==> src/rtl/seg_to_hex_capture_pkg.sv <==
// Shared seven-segment glyph set (active-low, seg[6:0] = g..a) used by both the
// display encoder and the capture decoder, plus tracker state type.
package seg_to_hex_capture_pkg;

    localparam int NUM_DIGITS_DEFAULT = 4;

    localparam logic [6:0] SEG_BLANK = 7'h7F;

    localparam logic [6:0] SEG_0 = 7'h40;
    localparam logic [6:0] SEG_1 = 7'h79;
    localparam logic [6:0] SEG_2 = 7'h24;
    localparam logic [6:0] SEG_3 = 7'h30;
    localparam logic [6:0] SEG_4 = 7'h19;
    localparam logic [6:0] SEG_5 = 7'h12;
    localparam logic [6:0] SEG_6 = 7'h02;
    localparam logic [6:0] SEG_7 = 7'h78;
    localparam logic [6:0] SEG_8 = 7'h00;
    localparam logic [6:0] SEG_9 = 7'h10;
    localparam logic [6:0] SEG_A = 7'h08;
    localparam logic [6:0] SEG_B = 7'h03;
    localparam logic [6:0] SEG_C = 7'h46;
    localparam logic [6:0] SEG_D = 7'h21;
    localparam logic [6:0] SEG_E = 7'h06;
    localparam logic [6:0] SEG_F = 7'h0E;

    typedef enum logic [1:0] {
        TRK_WAIT,
        TRK_COUNT,
        TRK_HELD
    } trk_state_t;

    function automatic logic [6:0] seg_encode(input logic [3:0] hex);
        logic [6:0] glyph;
        case (hex)
            4'h0: glyph = SEG_0;
            4'h1: glyph = SEG_1;
            4'h2: glyph = SEG_2;
            4'h3: glyph = SEG_3;
            4'h4: glyph = SEG_4;
            4'h5: glyph = SEG_5;
            4'h6: glyph = SEG_6;
            4'h7: glyph = SEG_7;
            4'h8: glyph = SEG_8;
            4'h9: glyph = SEG_9;
            4'hA: glyph = SEG_A;
            4'hB: glyph = SEG_B;
            4'hC: glyph = SEG_C;
            4'hD: glyph = SEG_D;
            4'hE: glyph = SEG_E;
            default: glyph = SEG_F;
        endcase
        return glyph;
    endfunction

endpackage

==> src/rtl/seg_to_hex_capture_glyph_decode.sv <==
// Inverse of the glyph table: 7-bit active-low pattern -> hex digit, err when the
// pattern is not one of the 16 glyphs (blank included).
module seg_glyph_decode
    import seg_to_hex_capture_pkg::*;
(
    input  logic [6:0] pattern,
    output logic       err,
    output logic [3:0] hex
);

    always_comb begin
        err = 1'b1;
        hex = '0;
        for (int i = 0; i < 16; i++) begin
            if (pattern == seg_encode(4'(i))) begin
                err = 1'b0;
                hex = 4'(i);
            end
        end
    end

endmodule

==> src/rtl/seg_to_hex_capture.sv <==
// Sniffs a multiplexed active-low 7-segment bus, captures each digit once its
// pattern has been stable long enough, and emits complete frames on valid/ready.
module seg_to_hex_capture
    import seg_to_hex_capture_pkg::*;
#(
    parameter int NUM_DIGITS    = NUM_DIGITS_DEFAULT,
    parameter int STABLE_CYCLES = 8
) (
    input  logic                    clk,
    input  logic                    rst,
    input  logic [7:0]              seg,
    input  logic [NUM_DIGITS-1:0]   an,
    input  logic                    out_ready,
    input  logic                    clear_ovr,
    output logic                    out_valid,
    output logic [4*NUM_DIGITS-1:0] out_hex,
    output logic [NUM_DIGITS-1:0]   out_dp,
    output logic [NUM_DIGITS-1:0]   out_err,
    output logic                    overrun
);

    localparam int CNT_W = $clog2(STABLE_CYCLES + 1);
    localparam bit CAPTURE_ON_FIRST = (STABLE_CYCLES == 1);

    logic [7:0]              seg_q_reg;
    logic [NUM_DIGITS-1:0]   an_q_reg;
    logic [7:0]              seg_prev_reg;
    logic [NUM_DIGITS-1:0]   an_prev_reg;

    trk_state_t              state_reg;
    logic [CNT_W-1:0]        cnt_reg;
    logic [CNT_W-1:0]        cnt_inc;

    logic [NUM_DIGITS-1:0]   sel;
    logic                    legal;
    logic                    changed;
    logic                    restart;
    logic                    stable_hit;
    logic                    capture;
    logic [NUM_DIGITS-1:0]   cap_vec;

    logic                    dec_err;
    logic [3:0]              dec_hex;

    logic [NUM_DIGITS-1:0]   seen_reg;
    logic                    frame_done;
    logic                    frame_load;

    logic [4*NUM_DIGITS-1:0] hex_flat;
    logic [NUM_DIGITS-1:0]   dp_flat;
    logic [NUM_DIGITS-1:0]   err_flat;

    logic                    out_valid_reg;
    logic [4*NUM_DIGITS-1:0] out_hex_reg;
    logic [NUM_DIGITS-1:0]   out_dp_reg;
    logic [NUM_DIGITS-1:0]   out_err_reg;
    logic                    overrun_reg;

    // Input stage; prev copies let the tracker detect any change of (seg, an).
    always_ff @(posedge clk) begin
        if (rst) begin
            seg_q_reg    <= '1;
            an_q_reg     <= '1;
            seg_prev_reg <= '1;
            an_prev_reg  <= '1;
        end else begin
            seg_q_reg    <= seg;
            an_q_reg     <= an;
            seg_prev_reg <= seg_q_reg;
            an_prev_reg  <= an_q_reg;
        end
    end

    assign sel        = ~an_q_reg;
    assign legal      = (sel != '0) && ((sel & (sel - NUM_DIGITS'(1))) == '0);
    assign changed    = (seg_q_reg != seg_prev_reg) || (an_q_reg != an_prev_reg);
    assign restart    = (state_reg == TRK_WAIT) || changed;
    assign cnt_inc    = cnt_reg + CNT_W'(1);
    assign stable_hit = (cnt_inc == CNT_W'(STABLE_CYCLES));

    // cnt_reg holds how many registered cycles the current pattern has been seen.
    always_comb begin
        capture = 1'b0;
        if (legal) begin
            if (restart) begin
                capture = CAPTURE_ON_FIRST;
            end else if (state_reg == TRK_COUNT) begin
                capture = stable_hit;
            end
        end
    end

    assign cap_vec = {NUM_DIGITS{capture}} & sel;

    always_ff @(posedge clk) begin
        if (rst) begin
            state_reg <= TRK_WAIT;
            cnt_reg   <= '0;
        end else if (!legal) begin
            state_reg <= TRK_WAIT;
            cnt_reg   <= '0;
        end else if (restart) begin
            cnt_reg   <= CNT_W'(1);
            state_reg <= CAPTURE_ON_FIRST ? TRK_HELD : TRK_COUNT;
        end else begin
            case (state_reg)
                TRK_COUNT: begin
                    cnt_reg <= cnt_inc;
                    if (stable_hit) begin
                        state_reg <= TRK_HELD;
                    end
                end
                TRK_HELD: begin
                    state_reg <= TRK_HELD;
                end
                default: begin
                    state_reg <= TRK_WAIT;
                    cnt_reg   <= '0;
                end
            endcase
        end
    end

    seg_glyph_decode u_decode (
        .pattern (seg_q_reg[6:0]),
        .err     (dec_err),
        .hex     (dec_hex)
    );

    for (genvar gi = 0; gi < NUM_DIGITS; gi++) begin : g_digit
        logic [3:0] hex_reg;
        logic       dp_reg;
        logic       err_reg;

        always_ff @(posedge clk) begin
            if (rst) begin
                hex_reg <= '0;
                dp_reg  <= 1'b0;
                err_reg <= 1'b0;
            end else if (cap_vec[gi]) begin
                hex_reg <= dec_hex;
                dp_reg  <= seg_q_reg[7];
                err_reg <= dec_err;
            end
        end

        assign hex_flat[4*gi +: 4] = hex_reg;
        assign dp_flat[gi]         = dp_reg;
        assign err_flat[gi]        = err_reg;
    end

    // A capture landing in the completion cycle starts the next frame.
    assign frame_done = &seen_reg;
    assign frame_load = frame_done && (!out_valid_reg || out_ready);

    always_ff @(posedge clk) begin
        if (rst) begin
            seen_reg <= '0;
        end else begin
            seen_reg <= (frame_done ? '0 : seen_reg) | cap_vec;
        end
    end

    always_ff @(posedge clk) begin
        if (rst) begin
            out_valid_reg <= 1'b0;
            out_hex_reg   <= '0;
            out_dp_reg    <= '0;
            out_err_reg   <= '0;
            overrun_reg   <= 1'b0;
        end else begin
            if (frame_load) begin
                out_valid_reg <= 1'b1;
                out_hex_reg   <= hex_flat;
                out_dp_reg    <= dp_flat;
                out_err_reg   <= err_flat;
            end else if (out_valid_reg && out_ready) begin
                out_valid_reg <= 1'b0;
            end

            if (frame_done && !frame_load) begin
                overrun_reg <= 1'b1;
            end else if (clear_ovr) begin
                overrun_reg <= 1'b0;
            end
        end
    end

    assign out_valid = out_valid_reg;
    assign out_hex   = out_hex_reg;
    assign out_dp    = out_dp_reg;
    assign out_err   = out_err_reg;
    assign overrun   = overrun_reg;

endmodule

==> config.mk <==
export PLATFORM = sky130hd
export DESIGN_NAME = seg_to_hex_capture
export DESIGN_NICKNAME = d
export VERILOG_FILES = /design/src/rtl/seg_to_hex_capture_pkg.sv /design/src/rtl/seg_to_hex_capture_glyph_decode.sv /design/src/rtl/seg_to_hex_capture.sv
export SDC_FILE = /design/constraint.sdc
export NUM_CORES = 1
export LEC_CHECK = 0
export ABC_AREA = 0
export CAP_MARGIN = 15
export CORE_MARGIN = 2
export CORE_UTILIZATION = 40
export CTS_CLUSTER_DIAMETER = 40
export DETAILED_ROUTE_END_ITERATION = 12
export SYNTH_ARGS = -nofsm -noshare
export SYNTH_HDL_FRONTEND = slang
export SYNTH_SLANG_ARGS = --single-unit
export TNS_END_PERCENT = 100
==> constraint.sdc <==
create_clock -name clk -period 2.24 [get_ports clk]
set_clock_uncertainty 0.05 [all_clocks]
set_input_delay 0.672 -clock clk [delete_from_list [all_inputs] [get_ports clk]]
set_output_delay 0.672 -clock clk [all_outputs]
set_load 0.05 [all_outputs]
==> metrics.yaml, run 1 <==
logic_synthesis:
  synth_cells: 393
  synth-compound-area-share_pct: 9.368
  synth_warnings: 0
  ys_seq_elements: 84
  synth_xor_area_share_pct: 3.193
  synthSimpleGateAreaFrac_pct: 28.32
  ys_seq_area_share_pct: 47.16
  synth_top_family_by_area: "simple AND/OR/NAND/NOR gates"
  synth_nets: 413
  synthDistinctLibCells: 41
  yosys.area_share.adder_pct: 1.404
  avgSynthCellArea_sq_um: 9.074
  synth_mux_area_share_pct: 6.737
  syn-cell-area_sq_mm: 0.003566
global_route:
  antenna_found_initial: 0
  grt-ovfl-total: 0
  grt_pass1_wl_mm: 11.93
  grt_max_degree: 47
  track_usage_pct: 15.26
  grt_pass1_vias: 2477
finish:
  layout_common_cells: "dfxtp_1 (84), nand2_1 (61), a21oi_1 (35)"
  drive_above_1_share_pct: 16.10
  seq_area_sq_mm: 0.001682
  multiInputGateArea_sq_mm: 0.001748
  diodes: 0
  nNetsFinal: 456
  area_growth_pct: 21.58
  final_common_cell: "dfxtp_1"
  utilization_pct: 49.96
  n_fill_cell: 874
placement:
  dp_slack_ps: 188.1
  place.gp.congestion: 0.7665
  hpwl_mm: 4.811
  portBuffers: 41
cts:
  clk_transition_reported_paths_ps: 100
  cts.sinks: 84
  htreeDepth: 3
  cts-root-buf: "clkbuf_8"
  numCtsBuffers: 9
  cts_max_path_buffers: 2
  postCtsSetupBuffers: 0
  cts_tree: "built"
  insertion_delay_ps: 350
route:
  num_vias: 2717
  routed_wl_mm: 6.984
  drtIter0Drc: 90
  drc: 0
  avgRoutedWirePerCell_um: 12.72
  firstDrtPassIters: 4
  vias_per_cell: 4.949
  drtAntennaViolNets: 0
sta:
  finalHoldViolCount: 0
  setup-tns-final_ps: 0
  slew_violations: 0
  rsz0062_at_grt: "false"
  slew_headroom_pct: 66.68
  setup_violations: 0
  tightestPinTransition_ps: 499.0
  period_needed_ps: 2026
  setup_ws_ps: 213.7
  hold_slack_ps: 394.5
  timing.final.crit_share_pct: 90.46
  fmax_mhz: 493.5
floorplanning:
  initial_utilization_pct: 41.09
  die_x_um: 98.42
  ios: 42
  core_area_sq_mm: 0.008678
  placementRows: 34
  dieArea_sq_mm: 0.009687
  die_y_um: 98.42
job:
  maxCapViolCount: 0
setup_path:
  crit_type: "flip-flop to flip-flop"
  end_kind: "flip-flop"
  worst_setup_path_start_kind: "flip-flop"
  crit_fanout: 15
  required_ps: 2480
  arrival_ps: 2260
power_and_ir_drop:
  power_frac_comb_pct: 6.9
  p_int_mw: 2.143
  ir_drop_uv: 454.1
  p_switching_mw: 0.6906
  p_sw_share_pct: 24.38
  pwr-share-seq_pct: 54.2
  power_density_mw_per_mm2: 653.5
  p_leak_nw: 1.752
  clockPowerShare_pct: 38.9
run_status:
  status: "completed"
min_path:
  hp-class: "flip-flop to flip-flop"
==> power by group through the flow <==
stage	combinational [mW]	clock (mW)	sequential, mW
finish	0.195	1.10	1.54
CTS	0.198	1.14	1.54
global placement	0.194	0	1.57
detailed placement	0.197	0	1.57
global route	0.216	1.21	1.54
floorplan	0.132	0	1.57
==> cell type report <==
cell class	instances	share of cell area [%]
Multi-Input combinational cell	278	40.32
Clock buffer	10	2.944
Tap cell	108	3.117
Timing Repair Buffer	60	12.93
Inverter	3	0.2597
Clock inverter	6	1.645
Sequential cell	84	38.79
==> per-stage QoR <==
step           total power, mW  cells  cell area, sq um
2_1_floorplan            1.698    393              3566
3_3_place_gp             1.764    533              4154
3_5_place_dp             1.768    533              4154
4_1_cts                  2.877    549              4328
5_1_grt                  2.966    549              4335
6_report                 2.833    549              4335
==> synthesized netlist by cell type <==
cell type   n  share of area (%)
dfxtp_1    84                 47
nand2_1    61                6.4
a21oi_1    35                4.9
nand2b_1   29                5.1
mux2i_1    24                6.7
or2_2      24                4.2
clkbuf_1   22                2.3
nor2_1     13                1.4
xor2_1     13                3.2
nand3_1     8                1.1
nor3_1      8                1.1
o21ai_0     7               0.98
nor2b_1     6                1.1
or3_1       6                1.1
nor3b_1     5                1.1
buf_2       4               0.56
ha_1        4                1.4
and3b_1     3               0.74
inv_1       3               0.32
nand4b_1    3               0.74
nor3_2      3               0.84
o21bai_1    3               0.63
a2111oi_0   2               0.49
a21boi_0    2               0.42
a31oi_1     2               0.35
and3_1      2               0.35
buf_6       2               0.63
nor4_4      2                1.2
a211oi_1    1               0.21
a21o_1      1               0.21
a22o_1      1               0.25
a31o_2      1               0.25
nand4_1     1               0.18
nand4_4     1               0.60
nor3_4      1               0.46
nor4bb_1    1               0.28
o2111ai_1   1               0.25
o211ai_1    1               0.21
o31ai_1     1               0.21
or3b_2      1               0.25
or4_1       1               0.21
==> kinds of logic (layout without fill, tap and decap cells) <==
kind of cell / Yosys count / in the layout
AND/OR/NAND/NOR: 179 / 179
AO/OA/AOI/OAI: 58 / 58
XOR/XNOR: 13 / 13
buffers and inverters: 31 / 79
adder cells (fa/ha/maj): 4 / 4
flip-flops: 84 / 84
multiplexers: 24 / 24
==> layer usage <==
layer  routed length [um]  GRT usage, %  vias up
li1                     -             -     1401
met2                 3227         23.91       69
met5                    0             0        -
met1                 3373         20.53     1241
met3                  321         4.326        6
met4                   62         4.742        0
==> final timing paths <==
check,start,cells past startpoint,endpoint,slack [ps]
worst max-delay path,seg_q_reg[3],6,g_digit[3].hex_reg[1],210
worst min-delay path,g_digit[3].hex_reg[0],2,out_hex[12],390
worst max register to register,seg_q_reg[3],6,g_digit[3].hex_reg[1],210
worst min register to register,g_digit[3].hex_reg[0],2,out_hex[12],390
==> critical path: stages (launching register included) <==
cell and delay (ps):
dfxtp_1 330, buf_4 190, nor3b_1 390, nand2_1 90, a2111oi_0 470, o21bai_1 260, mux2i_1 180
==> repair_timing <==
action	CTS	global route
hold buffers	0	0
resized for setup	20	3
setup endpoints to repair	20	3
Power figures use the tool's default switching activity.
==> run 2: changes to the inputs <==
--- a/config.mk
+++ b/config.mk
@@ -10,6 +10,7 @@
 export CORE_MARGIN = 2
 export CORE_UTILIZATION = 40
 export CTS_CLUSTER_DIAMETER = 40
+export CTS_CLUSTER_SIZE = 40
 export DETAILED_ROUTE_END_ITERATION = 12
 export SYNTH_ARGS = -nofsm -noshare
 export SYNTH_HDL_FRONTEND = slang
==> results of run 2 <==
Same layout as run 1: the final DEF is identical, and so are final timing and power.
==> run 3: changes to the inputs <==
--- a/config.mk
+++ b/config.mk
@@ -8,7 +8,7 @@
 export ABC_AREA = 0
 export CAP_MARGIN = 15
 export CORE_MARGIN = 2
-export CORE_UTILIZATION = 40
+export CORE_UTILIZATION = 42
 export CTS_CLUSTER_DIAMETER = 40
 export CTS_CLUSTER_SIZE = 40
 export DETAILED_ROUTE_END_ITERATION = 12
==> metrics.yaml, run 3 (synthesized netlist as in run 1, its figures left out) <==
route:
  vias_per_cell: 4.848  # -2.0%
  drtIter0Drc: 49  # -46%
  firstDrtPassIters: 4  # unchanged
  drc: 0  # unchanged
  avgRoutedWirePerCell_um: 12.56  # -1.3%
  routed_wl_mm: 6.845  # -2.0%
  drtAntennaViolNets: 0  # unchanged
  num_vias: 2642  # -2.8%
placement:
  hpwl_mm: 4.747  # -1.3%
  portBuffers: 41  # unchanged
  placed_area_sq_mm: 0.004148  # -0.15%
  dp_slack_ps: 202.0  # +13.91 ps
  place.gp.congestion: 0.8102  # +5.7%
finish:
  area_growth_pct: 25.61
  drive_above_1_share_pct: 15.91  # -0.19 points
  final_common_cell: "dfxtp_1"
  utilization_pct: 54.52  # +4.6 points
  nNetsFinal: 455  # -0.22%
  finalInstanceArea_sq_mm: 0.004479  # +3.3%
  diodes: 0  # unchanged
  layout_common_cells: "dfxtp_1 (84), nand2_1 (61), a21oi_1 (35)"
setup_path:
  required_ps: 1520  # -960 ps
  critPathBufInv: 1  # unchanged
  worst_setup_path_start_kind: "flip-flop"
  crit_family: "buffers and inverters"
  r2r_start: "an_q_reg[0]"
  crit_fanout: 2  # -13
  crit_type: "flip-flop to output pin"
  cp-startpoint: "out_dp[3]"
  crit_chain: "clkdlybuf4s50_1"
  critPathSlowestCell: "clkdlybuf4s50_1"
  end_kind: "output pin"
  regToRegSetupSlack_ps: 220  # about the same
  arrival_ps: 1470  # -790 ps
  cp_slowest_stage_delay_ps: 800  # +330 ps
  r2r_end: "g_digit[0].hex_reg[2]"
  worst_r2r_path_depth: 5  # -1
floorplanning:
  ios: 42  # unchanged
  placementRows: 33  # -2.9%
  core_area_sq_mm: 0.008217  # -5.3%
  initial_utilization_pct: 43.40  # +2.3 points
  dieArea_sq_mm: 0.009243  # -4.6%
  die_y_um: 96.14  # -2.3%
  die_x_um: 96.14  # -2.3%
sta:
  timing.final.crit_share_pct: 97.75  # +7.3 points
  setup_violations: 0  # unchanged
  setup_ws_ps: 50.42  # -163.3 ps
  fmax_mhz: 456.7  # -7.5%
  finalHoldViolCount: 0  # unchanged
  period_needed_ps: 2190  # +163.3 ps
  setup-tns-final_ps: 0  # unchanged
  hold_slack_ps: 402.3  # +7.793 ps
  slew_violations: 0  # unchanged
  slew_headroom_pct: 64.46  # -2.2 points
  rsz0062_at_grt: "false"
  tightestPinTransition_ps: 532.2  # +33.23 ps
power_and_ir_drop:
  p_leak_nw: 2.071  # +18%
  power_density_mw_per_mm2: 700.7  # +7.2%
  ir_drop_uv: 467.4  # +2.9%
cts:
  cts_tree: "built"
  postCtsSetupBuffers: 0  # unchanged
  cts-root-buf: "clkbuf_8"
  insertion_delay_ps: 340  # about the same
  cts.sinks: 84  # unchanged
  cts_max_path_buffers: 2  # unchanged
  numCtsBuffers: 9  # unchanged
  htreeDepth: 3  # unchanged
  clk_transition_reported_paths_ps: 90  # about the same
global_route:
  antenna_found_initial: 0  # unchanged
  grt-ovfl-total: 0  # unchanged
  grt_max_degree: 33  # -30%
  grt_pass1_wl_mm: 11.42  # -4.3%
  grt_pass1_vias: 2485  # +0.32%
  track_usage_pct: 15.79  # +0.54 points
min_path:
  hold_path_depth: 2  # unchanged
  worstHoldEndpoint: "out_hex[13]"
  hp-class: "flip-flop to flip-flop"
  hp-start: "out_hex[13]"
job:
  maxCapViolCount: 0  # unchanged
run_status:
  status: "completed"
==> run 3: cell types whose count changed in the layout (fill, tap and decap cells not counted), sizes merged <==
cell | previous run | this run
clkinv | 0 | 1
clkinvlp | 2 | 0
dlymetal6s2s | 3 | 23
buf | 23 | 20
clkbuf | 10 | 9
dlygate4sd2 | 20 | 1
inv | 6 | 5
clkdlybuf4s50 | 14 | 15
bufinv | 1 | 4
==> run 3: area by class of cell <==
class                   count  area, sq um
inverters                   3        11.26
well taps                 105        131.4
fillers                   777         3737
flip-flops and latches     84         1682
repair buffers             59        631.9
clock buffers               9        123.9
clock inverters             7        146.4
multi-input cells         278         1753
==> run 3: per-layer routing <==
layer	GRT usage [%]	share of wire (%)	vias up
li1	-	-	1402
met1	21.26	50	1196
met4	6.071	1.1	0
met2	24.88	46	34
met5	0	0	-
met3	3.132	3.0	10
==> run 3: worst max-delay path by stage <==
stage                            endpoint  slack [ps]  cells past startpoint
finish                          out_dp[3]          50                      1
CTS                            out_hex[5]           2                      1
global route                    out_dp[3]          10                      1
floorplan           g_digit[0].hex_reg[1]         350                      7
detailed placement             out_hex[6]         200                      6
global placement              out_hex[14]         230                      6
==> run 3: through the flow <==
| stage | power (mW) | instances |
|---|---|---|
| global placement | 1.762 | 529 |
| CTS | 3.179 | 545 |
| detailed placement | 1.764 | 529 |
| finish | 3.139 | 545 |
| floorplan | 1.698 | 393 |
| global route | 3.253 | 545 |
==> run 3: what timing repair did <==
| item | 4_1_cts | 5_1_grt |
|---|---|---|
| pin swaps | 0 | 0 |
| hold buffers | 0 | 0 |
| setup endpoints to repair | 1 | 27 |
| resized for setup | 1 | 24 |
==> run 3: where the power goes <==
part	switching (mW)	internal [mW]	total [mW]
clock	0.548	0.863	1.41
combinational	0.0937	0.0964	0.190
sequential	0.0220	1.52	1.54
==> run 3: worst reg2reg max path: stages, from the launching register on <==
cell and delay, ps:
dfxtp_1 450, xor2_1 140, nor4_4 330, nand4_4 170, or3_1 570, mux2i_1 180
